==> src/rtl/radio_slot_sequencer_if.sv <==
// Link-controller side of the radio slot sequencer:
// burst requests, abort, and status pulses.
interface radio_slot_sequencer_if #(
    parameter int LENW = 12
);
    logic            tx_req_p;
    logic            rx_req_p;
    logic [6:0]      req_fk;
    logic [LENW-1:0] req_len_us;
    logic            abort_p;
    logic            busy;
    logic            done_p;
    logic            drop_p;

    modport master (
        output tx_req_p, rx_req_p, req_fk, req_len_us, abort_p,
        input  busy, done_p, drop_p
    );

    modport slave (
        input  tx_req_p, rx_req_p, req_fk, req_len_us, abort_p,
        output busy, done_p, drop_p
    );
endinterface

==> src/rtl/radio_slot_sequencer.sv <==
// Radio slot sequencer: arbitrates tx/rx bursts, loads the
// synthesizer, waits PLL settle, opens txen/rxen, then guards.
module radio_slot_sequencer #(
    parameter int GUARD_US = 2,
    parameter int LENW     = 12
) (
    input  logic                   clk_6M,
    input  logic                   rstz,
    input  logic                   p_1us,
    input  logic [9:0]             regi_pllsetuptime,
    radio_slot_sequencer_if.slave  lc,
    output logic                   loadfreq_p,
    output logic [6:0]             radio_fk,
    output logic                   txen,
    output logic                   rxen
);
    localparam int CW = (LENW > 10) ? LENW : 10;
    typedef logic [CW-1:0] cnt_t;
    localparam cnt_t CNT_MAX = '1;
    localparam cnt_t GUARD_N = cnt_t'(GUARD_US);

    typedef enum logic [2:0] {
        S_IDLE, S_LOAD, S_SETTLE, S_ACTIVE, S_GUARD
    } state_e;

    state_e          state_q, state_d;
    cnt_t            cnt_q, cnt_d;
    logic [9:0]      set_q, set_d;
    logic            dir_q, dir_d;
    logic [6:0]      fk_q, fk_d;
    logic [LENW-1:0] len_q, len_d;
    logic            pend_v_q, pend_v_d;
    logic            pend_dir_q, pend_dir_d;
    logic [6:0]      pend_fk_q, pend_fk_d;
    logic [LENW-1:0] pend_len_q, pend_len_d;
    logic            done_q, done_d;
    logic            drop_q, drop_d;

    logic is_idle, any_req, counting;
    logic guard_end, seg_end, take_pend, take_req;

    assign is_idle   = (state_q == S_IDLE);
    assign any_req   = lc.tx_req_p | lc.rx_req_p;
    assign counting  = (state_q == S_SETTLE) || (state_q == S_ACTIVE) ||
                       (state_q == S_GUARD);
    assign guard_end = (state_q == S_GUARD) && (cnt_q == GUARD_N);
    assign seg_end   = ((state_q == S_SETTLE) && (cnt_q == cnt_t'(set_q))) ||
                       ((state_q == S_ACTIVE) && (cnt_q == cnt_t'(len_q))) ||
                       guard_end;
    // A pending entry is promoted from IDLE or at the end of the guard.
    assign take_pend = !lc.abort_p && pend_v_q && (is_idle || guard_end);
    assign take_req  = !lc.abort_p && is_idle && !pend_v_q && any_req;

    // State and datapath registers; reset drops the enables at once.
    always_ff @(posedge clk_6M or negedge rstz) begin
        if (!rstz) begin
            state_q    <= S_IDLE;
            cnt_q      <= '0;
            set_q      <= '0;
            dir_q      <= 1'b0;
            fk_q       <= '0;
            len_q      <= '0;
            pend_v_q   <= 1'b0;
            pend_dir_q <= 1'b0;
            pend_fk_q  <= '0;
            pend_len_q <= '0;
            done_q     <= 1'b0;
            drop_q     <= 1'b0;
        end else begin
            state_q    <= state_d;
            cnt_q      <= cnt_d;
            set_q      <= set_d;
            dir_q      <= dir_d;
            fk_q       <= fk_d;
            len_q      <= len_d;
            pend_v_q   <= pend_v_d;
            pend_dir_q <= pend_dir_d;
            pend_fk_q  <= pend_fk_d;
            pend_len_q <= pend_len_d;
            done_q     <= done_d;
            drop_q     <= drop_d;
        end
    end

    // Next-state: abort wins over every phase transition.
    always_comb begin
        state_d = state_q;
        if (lc.abort_p) begin
            state_d = S_IDLE;
        end else begin
            unique case (state_q)
                S_IDLE:   if (take_pend || take_req) state_d = S_LOAD;
                S_LOAD:   state_d = (regi_pllsetuptime == '0) ? S_ACTIVE : S_SETTLE;
                S_SETTLE: if (seg_end) state_d = S_ACTIVE;
                S_ACTIVE: if (seg_end) state_d = S_GUARD;
                S_GUARD:  if (seg_end) state_d = pend_v_q ? S_LOAD : S_IDLE;
                default:  state_d = S_IDLE;
            endcase
        end
    end

    // Datapath: strobe counter, burst latch, pending slot, pulses.
    always_comb begin
        cnt_d      = cnt_q;
        set_d      = set_q;
        dir_d      = dir_q;
        fk_d       = fk_q;
        len_d      = len_q;
        pend_v_d   = pend_v_q;
        pend_dir_d = pend_dir_q;
        pend_fk_d  = pend_fk_q;
        pend_len_d = pend_len_q;
        done_d     = guard_end && !lc.abort_p;
        drop_d     = 1'b0;

        if (state_d != state_q) begin
            cnt_d = '0;
        end else if (p_1us && counting && (cnt_q != CNT_MAX)) begin
            cnt_d = cnt_q + cnt_t'(1);
        end

        if (state_q == S_LOAD) begin
            set_d = regi_pllsetuptime;
        end

        if (take_pend) begin
            dir_d = pend_dir_q;
            fk_d  = pend_fk_q;
            len_d = pend_len_q;
        end else if (take_req) begin
            dir_d = lc.tx_req_p;
            fk_d  = lc.req_fk;
            len_d = lc.req_len_us;
        end

        if (lc.abort_p) begin
            pend_v_d = 1'b0;
            drop_d   = pend_v_q;
        end else if (take_pend) begin
            pend_v_d = 1'b0;
            drop_d   = any_req;
        end else if (take_req) begin
            if (lc.tx_req_p && lc.rx_req_p) begin
                pend_v_d   = 1'b1;
                pend_dir_d = 1'b0;
                pend_fk_d  = lc.req_fk;
                pend_len_d = lc.req_len_us;
            end
        end else if (any_req && !is_idle) begin
            if (pend_v_q) begin
                drop_d = 1'b1;
            end else begin
                pend_v_d   = 1'b1;
                pend_dir_d = lc.tx_req_p;
                pend_fk_d  = lc.req_fk;
                pend_len_d = lc.req_len_us;
                drop_d     = lc.tx_req_p && lc.rx_req_p;
            end
        end
    end

    // Outputs decoded from the current phase and latched burst.
    always_comb begin
        loadfreq_p = (state_q == S_LOAD);
        txen       = (state_q == S_ACTIVE) && dir_q;
        rxen       = (state_q == S_ACTIVE) && !dir_q;
        radio_fk   = fk_q;
        lc.busy    = !is_idle;
        lc.done_p  = done_q;
        lc.drop_p  = drop_q;
    end
endmodule

==> src/flat_wrapper.sv <==
// flat-port wrapper written by rule: the top's interface ports become plain ports
module radio_slot_sequencer_flat 
#(
    parameter int GUARD_US = 2,
    parameter int LENW     = 12
)
  (clk_6M, rstz, p_1us, regi_pllsetuptime, loadfreq_p, radio_fk, txen, rxen, lc_tx_req_p, lc_rx_req_p, lc_req_fk, lc_req_len_us, lc_abort_p, lc_busy, lc_done_p, lc_drop_p);
  radio_slot_sequencer_if #(.LENW(LENW)) lc_i ();
  input  logic clk_6M;
  input  logic rstz;
  input  logic p_1us;
  input  logic [9:0] regi_pllsetuptime;
  output logic loadfreq_p;
  output logic [6:0] radio_fk;
  output logic txen;
  output logic rxen;
  input wire logic [$bits(lc_i.tx_req_p)-1:0] lc_tx_req_p;
  input wire logic [$bits(lc_i.rx_req_p)-1:0] lc_rx_req_p;
  input wire logic [$bits(lc_i.req_fk)-1:0] lc_req_fk;
  input wire logic [$bits(lc_i.req_len_us)-1:0] lc_req_len_us;
  input wire logic [$bits(lc_i.abort_p)-1:0] lc_abort_p;
  output wire logic [$bits(lc_i.busy)-1:0] lc_busy;
  output wire logic [$bits(lc_i.done_p)-1:0] lc_done_p;
  output wire logic [$bits(lc_i.drop_p)-1:0] lc_drop_p;
  assign lc_i.tx_req_p = lc_tx_req_p;
  assign lc_i.rx_req_p = lc_rx_req_p;
  assign lc_i.req_fk = lc_req_fk;
  assign lc_i.req_len_us = lc_req_len_us;
  assign lc_i.abort_p = lc_abort_p;
  assign lc_busy = lc_i.busy;
  assign lc_done_p = lc_i.done_p;
  assign lc_drop_p = lc_i.drop_p;
  radio_slot_sequencer #(.GUARD_US(GUARD_US), .LENW(LENW)) u_core (.clk_6M(clk_6M), .rstz(rstz), .p_1us(p_1us), .regi_pllsetuptime(regi_pllsetuptime), .lc(lc_i), .loadfreq_p(loadfreq_p), .radio_fk(radio_fk), .txen(txen), .rxen(rxen));
endmodule
==> config.mk <==
export PLATFORM = sky130hd
export DESIGN_NAME = radio_slot_sequencer_flat
export DESIGN_NICKNAME = d
export VERILOG_FILES = /design/src/rtl/radio_slot_sequencer_if.sv /design/src/rtl/radio_slot_sequencer.sv /design/src/flat_wrapper.sv
export SDC_FILE = /design/constraint.sdc
export NUM_CORES = 1
export LEC_CHECK = 0
export BUFFER_PORTS_ARGS = -buffer_cell sky130_fd_sc_hd__buf_2
export CORE_ASPECT_RATIO = 2
export CORE_MARGIN = 3
export CORE_UTILIZATION = 43
export CTS_BUF_LIST = sky130_fd_sc_hd__clkbuf_8
export DETAILED_ROUTE_END_ITERATION = 16
export PLACE_DENSITY_LB_ADDON = 0.25
export SYNTH_ARGS = -nofsm -noshare
export SYNTH_HDL_FRONTEND = slang
export SYNTH_SLANG_ARGS = --single-unit
==> constraint.sdc <==
create_clock -name clk_6M -period 5.45 [get_ports clk_6M]
set_clock_uncertainty 0.1 [all_clocks]
set_input_delay 0.2725 -clock clk_6M [delete_from_list [all_inputs] [get_ports clk_6M]]
set_output_delay 0.2725 -clock clk_6M [all_outputs]
set_load 0.05 [all_outputs]
# [Word-level counts from Yosys, hierarchy flattened]
# Cells that the tools add are included.
[op_classes] reduce_logical=33 n_bitwise=3 n_eq_ne=12 n_addsub=1 mux=38
[ops] cell="$mux 12" n=8
[ops] cell="$mux 7" n=6
[ops] cell="$mux 1" n=18
[ops] cell="$logic_and 1x1->1" n=15
[ops] cell="$mux 3" n=5
[ops] cell="$pmux 3 s5" n=1
[ops] cell="$add 12x1->12 const B" n=1
[ops] cell="$eq 12x10->1" n=1
[ops] cell="$eq 12x12->1" n=1
[ops] cell="$eq 12x2->1 const B" n=1
[ops] cell="$ne 12x12->1 const B" n=1
[ops] cell="$logic_not 10->1" n=1
[ops] cell="$eq 3x2->1 const B" n=2
[ops] cell="$logic_or 1x1->1" n=6
[ops] cell="$reduce_bool 2->1" n=3
[ops] cell="$reduce_and 5->1" n=1
[ops] cell="$logic_not 1->1" n=4
[ops] cell="$ne 2x2->1 const B" n=2
[ops] cell="$ne 4x3->1 const B" n=1
[ops] cell="$reduce_bool 4->1" n=1
[ops] cell="$eq 3x1->1 const B" n=1
[ops] cell="$eq 3x3->1 const B" n=1
[ops] cell="$logic_not 3->1" n=1
[ops] cell="$ne 3x3->1" n=1
[ops] cell="other kinds (3)" n=4
[totals] out_inout_bits=13 ff_bits=68 elab_cells=99

# [Logic depth before layout (Yosys ltp)]
[logic_depth] depth_word=10 depth_mapped=9

# [Worst setup path after synthesis]
# No wires, ideal clock.
[synth_path] path_type="register -> register" startpoint="register u_core.state_q[2]" endpoint="register u_core.pend_fk_q[0]" setup_ns=0.125 path_stages_with_launch=7 path_buffers=2 arrival_time_ns=2.112 path_slack_ns=3.114 period_less_slack_ns=2.336 path_cell_list="dfrtp_1 or3_1 clkbuf_1 o21ai_0 a21oi_1 buf_1 mux2_2"
[synth_lines] element="start, declared" line="radio_slot_sequencer.sv:26" source="state_e state_q, state_d;"
[synth_lines] element="start signal, assigned" line="radio_slot_sequencer.sv:70" source="state_q <= state_d;"
[synth_lines] element="$logic_not 3->1" line="radio_slot_sequencer.sv:42" source="assign is_idle = (state_q == S_IDLE);"
[synth_lines] element="$logic_not 1->1"
[synth_lines] element="via lc_busy" line="flat_wrapper.sv:22" source="output wire logic [$bits(lc_i.busy)-1:0] lc_busy;"
[synth_lines] element="$logic_and 1x1->1" line="radio_slot_sequencer.sv:149" source="end else if (any_req && !is_idle) begin"
[synth_lines] element="$reduce_bool 2->1 (no source line)"
[synth_lines] element="$reduce_and 5->1 (no source line)"
[synth_lines] element="end signal, assigned" line="radio_slot_sequencer.sv:78" source="pend_fk_q <= pend_fk_d;"
[synth_lines] element="end, declared" line="radio_slot_sequencer.sv:34" source="logic [6:0] pend_fk_q, pend_fk_d;"
# The timed path passes the listed nets, and every way through them passes these cells.
# A chain may end at the register's enable or synchronous reset.

# [Final worst setup path]
[layout_path] startpoint="register u_core.state_q[2]" endpoint="register u_core.cnt_q[0]"
[layout_between] elab_chain_len=10
[layout_lines] element="$eq 3x3->1 or $logic_not 3->1 (tied branches)"
[layout_lines] element="$logic_and 1x1->1 (on tied branches)" line="radio_slot_sequencer.sv:46, radio_slot_sequencer.sv:52"
[layout_lines] element="$logic_or 1x1->1 or $logic_and 1x1->1 (tied branches)" line="radio_slot_sequencer.sv:51, radio_slot_sequencer.sv:52"
[layout_lines] element="$logic_and 1x1->1 (on tied branches)" line="radio_slot_sequencer.sv:51, radio_slot_sequencer.sv:52"
[layout_lines] element="$logic_or 1x1->1" line="radio_slot_sequencer.sv:92" source="S_IDLE: if (take_pend || take_req) state_d = S_LOAD;"
[layout_lines] element="$mux 3" line="radio_slot_sequencer.sv:92"
[layout_lines] element="$pmux 3 s5" line="radio_slot_sequencer.sv:91" source="unique case (state_q)"
[layout_lines] element="$mux 3" line="radio_slot_sequencer.sv:88" source="if (lc.abort_p) begin"
[layout_lines] element="$ne 3x3->1" line="radio_slot_sequencer.sv:116" source="if (state_d != state_q) begin"
[layout_lines] element="$mux 12 or $reduce_bool 2->1 (tied branches)"
[layout_lines] element="end signal, assigned" line="radio_slot_sequencer.sv:71" source="cnt_q <= cnt_d;"
[layout_lines] element="end, declared" line="radio_slot_sequencer.sv:27" source="cnt_t cnt_q, cnt_d;"
# Parallel ways exist; a longest one is shown, timed or not.

==> metrics.txt <==
status=finished, violations left; violated checks=negative hold slack; core area=7710 um^2; EDFF count, synth=0; GP Congestion=0.874; Reg2Reg Setup Slack=2770 ps; Inserted Clock Buffers=9; final worst slack=2770 ps; Startpoint Class=flip-flop; Synth Cell Area=3470 um^2; Die W=69.5 um; post-route clock period utilization=49.1%; final wirelength=7.96 mm; Clock Pin Slew Worst Setup and Hold Paths=70 ps; syn nets=352; via count=2631; first-pass GRT wire length=13.0 mm; cells on worst reg2reg path=5; largest fanout on the critical path=15; CP arrival=2750 ps; Slew Viols, Final=0; Sink Count=68; total track usage=18.1%; fraction of layout cells with a size suffix above 1=28.6%; placed wire-length estimate=5.79 mm; Final min period=2680 ps; Rows=45; TritonCTS clock tree=yes; PortBufs=47; final setup violating endpoints=0; Leak=1.95 nW; FF-to-FF End=u_core.cnt_q[0]; Seq/Total Area, Yosys=49.1%; Fin Hold WS=-3.87 ps; die area=9240 um^2; Max Freq=374 MHz; total power=1.50 mW; num ports=48; Post-Route Setup TNS=0 ps; critical path type=flip-flop to flip-flop; vias in the first global route=2642; clk buf depth=2; main flop type after synthesis=dfrtp_1; number of antenna violations at the first check in global routing=0; CP Capture Type=flip-flop; Avg Cell Area, Syn=11.0 um^2; Synth Warn #=0; fin nets=389; Hold Fails Final Rpt=3; # DRC=0; clk root buf=clkbuf_8; synth-to-layout area growth=14.1%; first-pass detailed-route iteration total=4; MaxCap Viol Count=0; Req. time, crit path=5530 ps; placed insts=435; Post-synth ARST share=100%; WL per Instance=17.7 um; Gate Count Post-Synth=315; fin cells=451; unrepaired setup endpoints after global routing=no; diodes inserted=0; final instance area=3960 um^2; pin count of the biggest net entering global routing=69; Post-CTS Setup Bufs=0; worst hold-check path type=input pin to asynchronous set/reset pin; die height=133 um; Post-Place Worst Slack=2570 ps; CTS resizes=0; P per Cell Area=378 nW/um^2; post-synth cell types=42; global route overflow=0; worst-margin pin slew=1160 ps; vias per inst=5.83; Reg2Reg Launch Point=u_core.state_q[2]; worst vdd ir=303 uV; H-Tree Depth=3; Post-DP Area=3750 um^2; Post-CTS Hold Buffers=0; FF+latch count, synth=68; initial core utilization=44.9%; initial DRC count=139; Slew HR=21.8%; worst skew pair latency=350 ps; Antenna Nets Post-Route=0; final core utilization=51.3%
worst max path at each step:
| stage | start | to | slack (ps) | cells past startpoint |
|---|---|---|---|---|
| finish | u_core.state_q[2] | u_core.cnt_q[0] | 2770 | 5 |
| global route | u_core.state_q[2] | u_core.cnt_q[9] | 2570 | 5 |
| CTS | u_core.cnt_q[0] | u_core.radio_fk[6] | 2540 | 8 |
| detailed placement | u_core.cnt_q[0] | u_core.len_q[8] | 2570 | 8 |
| global placement | u_core.cnt_q[0] | u_core.len_q[5] | 2650 | 8 |
| floorplan | u_core.state_q[2] | u_core.pend_fk_q[0] | 3110 | 6 |
power breakdown:
part           switching [mW]  internal [mW]  total, mW
combinational           0.202          0.161      0.363
sequential             0.0869          0.627      0.714
clock                   0.196          0.224      0.419
total                   0.485           1.01       1.50
cell usage in the layout, fill, tap and decap left out, drive strengths merged, types with 2 or more instances in the layout:
master	netlist	final
dfrtp	68	68
buf	6	51
xor2	29	29
mux2	29	29
a21o	21	21
a22o	20	20
nor4	19	19
nor2	13	13
nand2	10	10
clkbuf	19	10
o21ai	9	9
nand3	9	9
nor3	7	7
and3	6	6
nand4	5	5
inv	4	5
or4	4	4
xnor2	4	4
a21oi	4	4
clkinv	0	4
nor3b	3	3
or3	2	2
or2	2	2
nand3b	2	2
nor4b	2	2
and4	2	2
a211oi	2	2
ha	2	2
area by class of cell:
cell class,instances,area [um^2]
fillers,677,3760
flip-flops and latches,68,1700
multi-input cells,218,1660
repair buffers,51,265
clock buffers,10,138
well taps,94,118
clock inverters,6,62.6
inverters,4,15.0
logic make-up (layout without fill, tap and decap cells):
group / after synthesis / after routing / share of synthesized area [%]
and+or+nand+nor: 90 / 90 / 15.0
buffers and inverters: 29 / 71 / 3.46
xor gates and xnor gates: 33 / 33 / 8.34
AOI/OAI and AO/OA: 63 / 63 / 13.7
adders and majority gates: 2 / 2 / 0.722
muxes: 30 / 30 / 9.71
DFF: 68 / 68 / 49.1
registers in the layout (all words and copies together) (netlist names):
name               cells
u_core.pend_dir_q      1
u_core.cnt_q          12
u_core.pend_len_q     12
u_core.pend_v_q        1
u_core.set_q          10
u_core.lc.done_p       1
u_core.radio_fk        7
u_core.lc.drop_p       1
u_core.state_q         3
u_core.dir_q           1
u_core.pend_fk_q       7
u_core.len_q          12
critical path, stage by stage (launching register included):
cell	delay [ps]
dfrtp_1	530
nand2b_1	340
nor4_1	330
nand3_1	130
a41oi_1	960
nor4_1	120
synth_stat cells (all sizes together), types with 2 or more instances:
cell type | count | area (um^2)
a22o | 20 | 175
buf | 6 | 33.8
mux2 | 29 | 327
o21ai | 9 | 45.0
or4 | 4 | 30.0
clkbuf | 19 | 71.3
nand3 | 9 | 45.0
and4 | 2 | 17.5
nand2 | 10 | 37.5
ha | 2 | 25.0
a21oi | 4 | 20.0
and3 | 6 | 37.5
xnor2 | 4 | 35.0
or3 | 2 | 12.5
nor4b | 2 | 17.5
nand3b | 2 | 15.0
or2 | 2 | 12.5
nor2 | 13 | 56.3
nor3b | 3 | 22.5
dfrtp | 68 | 1700
inv | 4 | 15.0
a21o | 21 | 158
nor3 | 7 | 35.0
nor4 | 19 | 119
a211oi | 2 | 15.0
xor2 | 29 | 254
nand4 | 5 | 31.3
layer usage:
layer | vias to the layer above | wire (um) | global-route usage, %
li1 | 1228 | - | -
met1 | 1310 | 2940 | 18.4
met5 | - | 0 | 0
met3 | 16 | 332 | 4.94
met2 | 77 | 4420 | 32.6
met4 | 0 | 273 | 10.0
(Power assumes the default switching activity.)
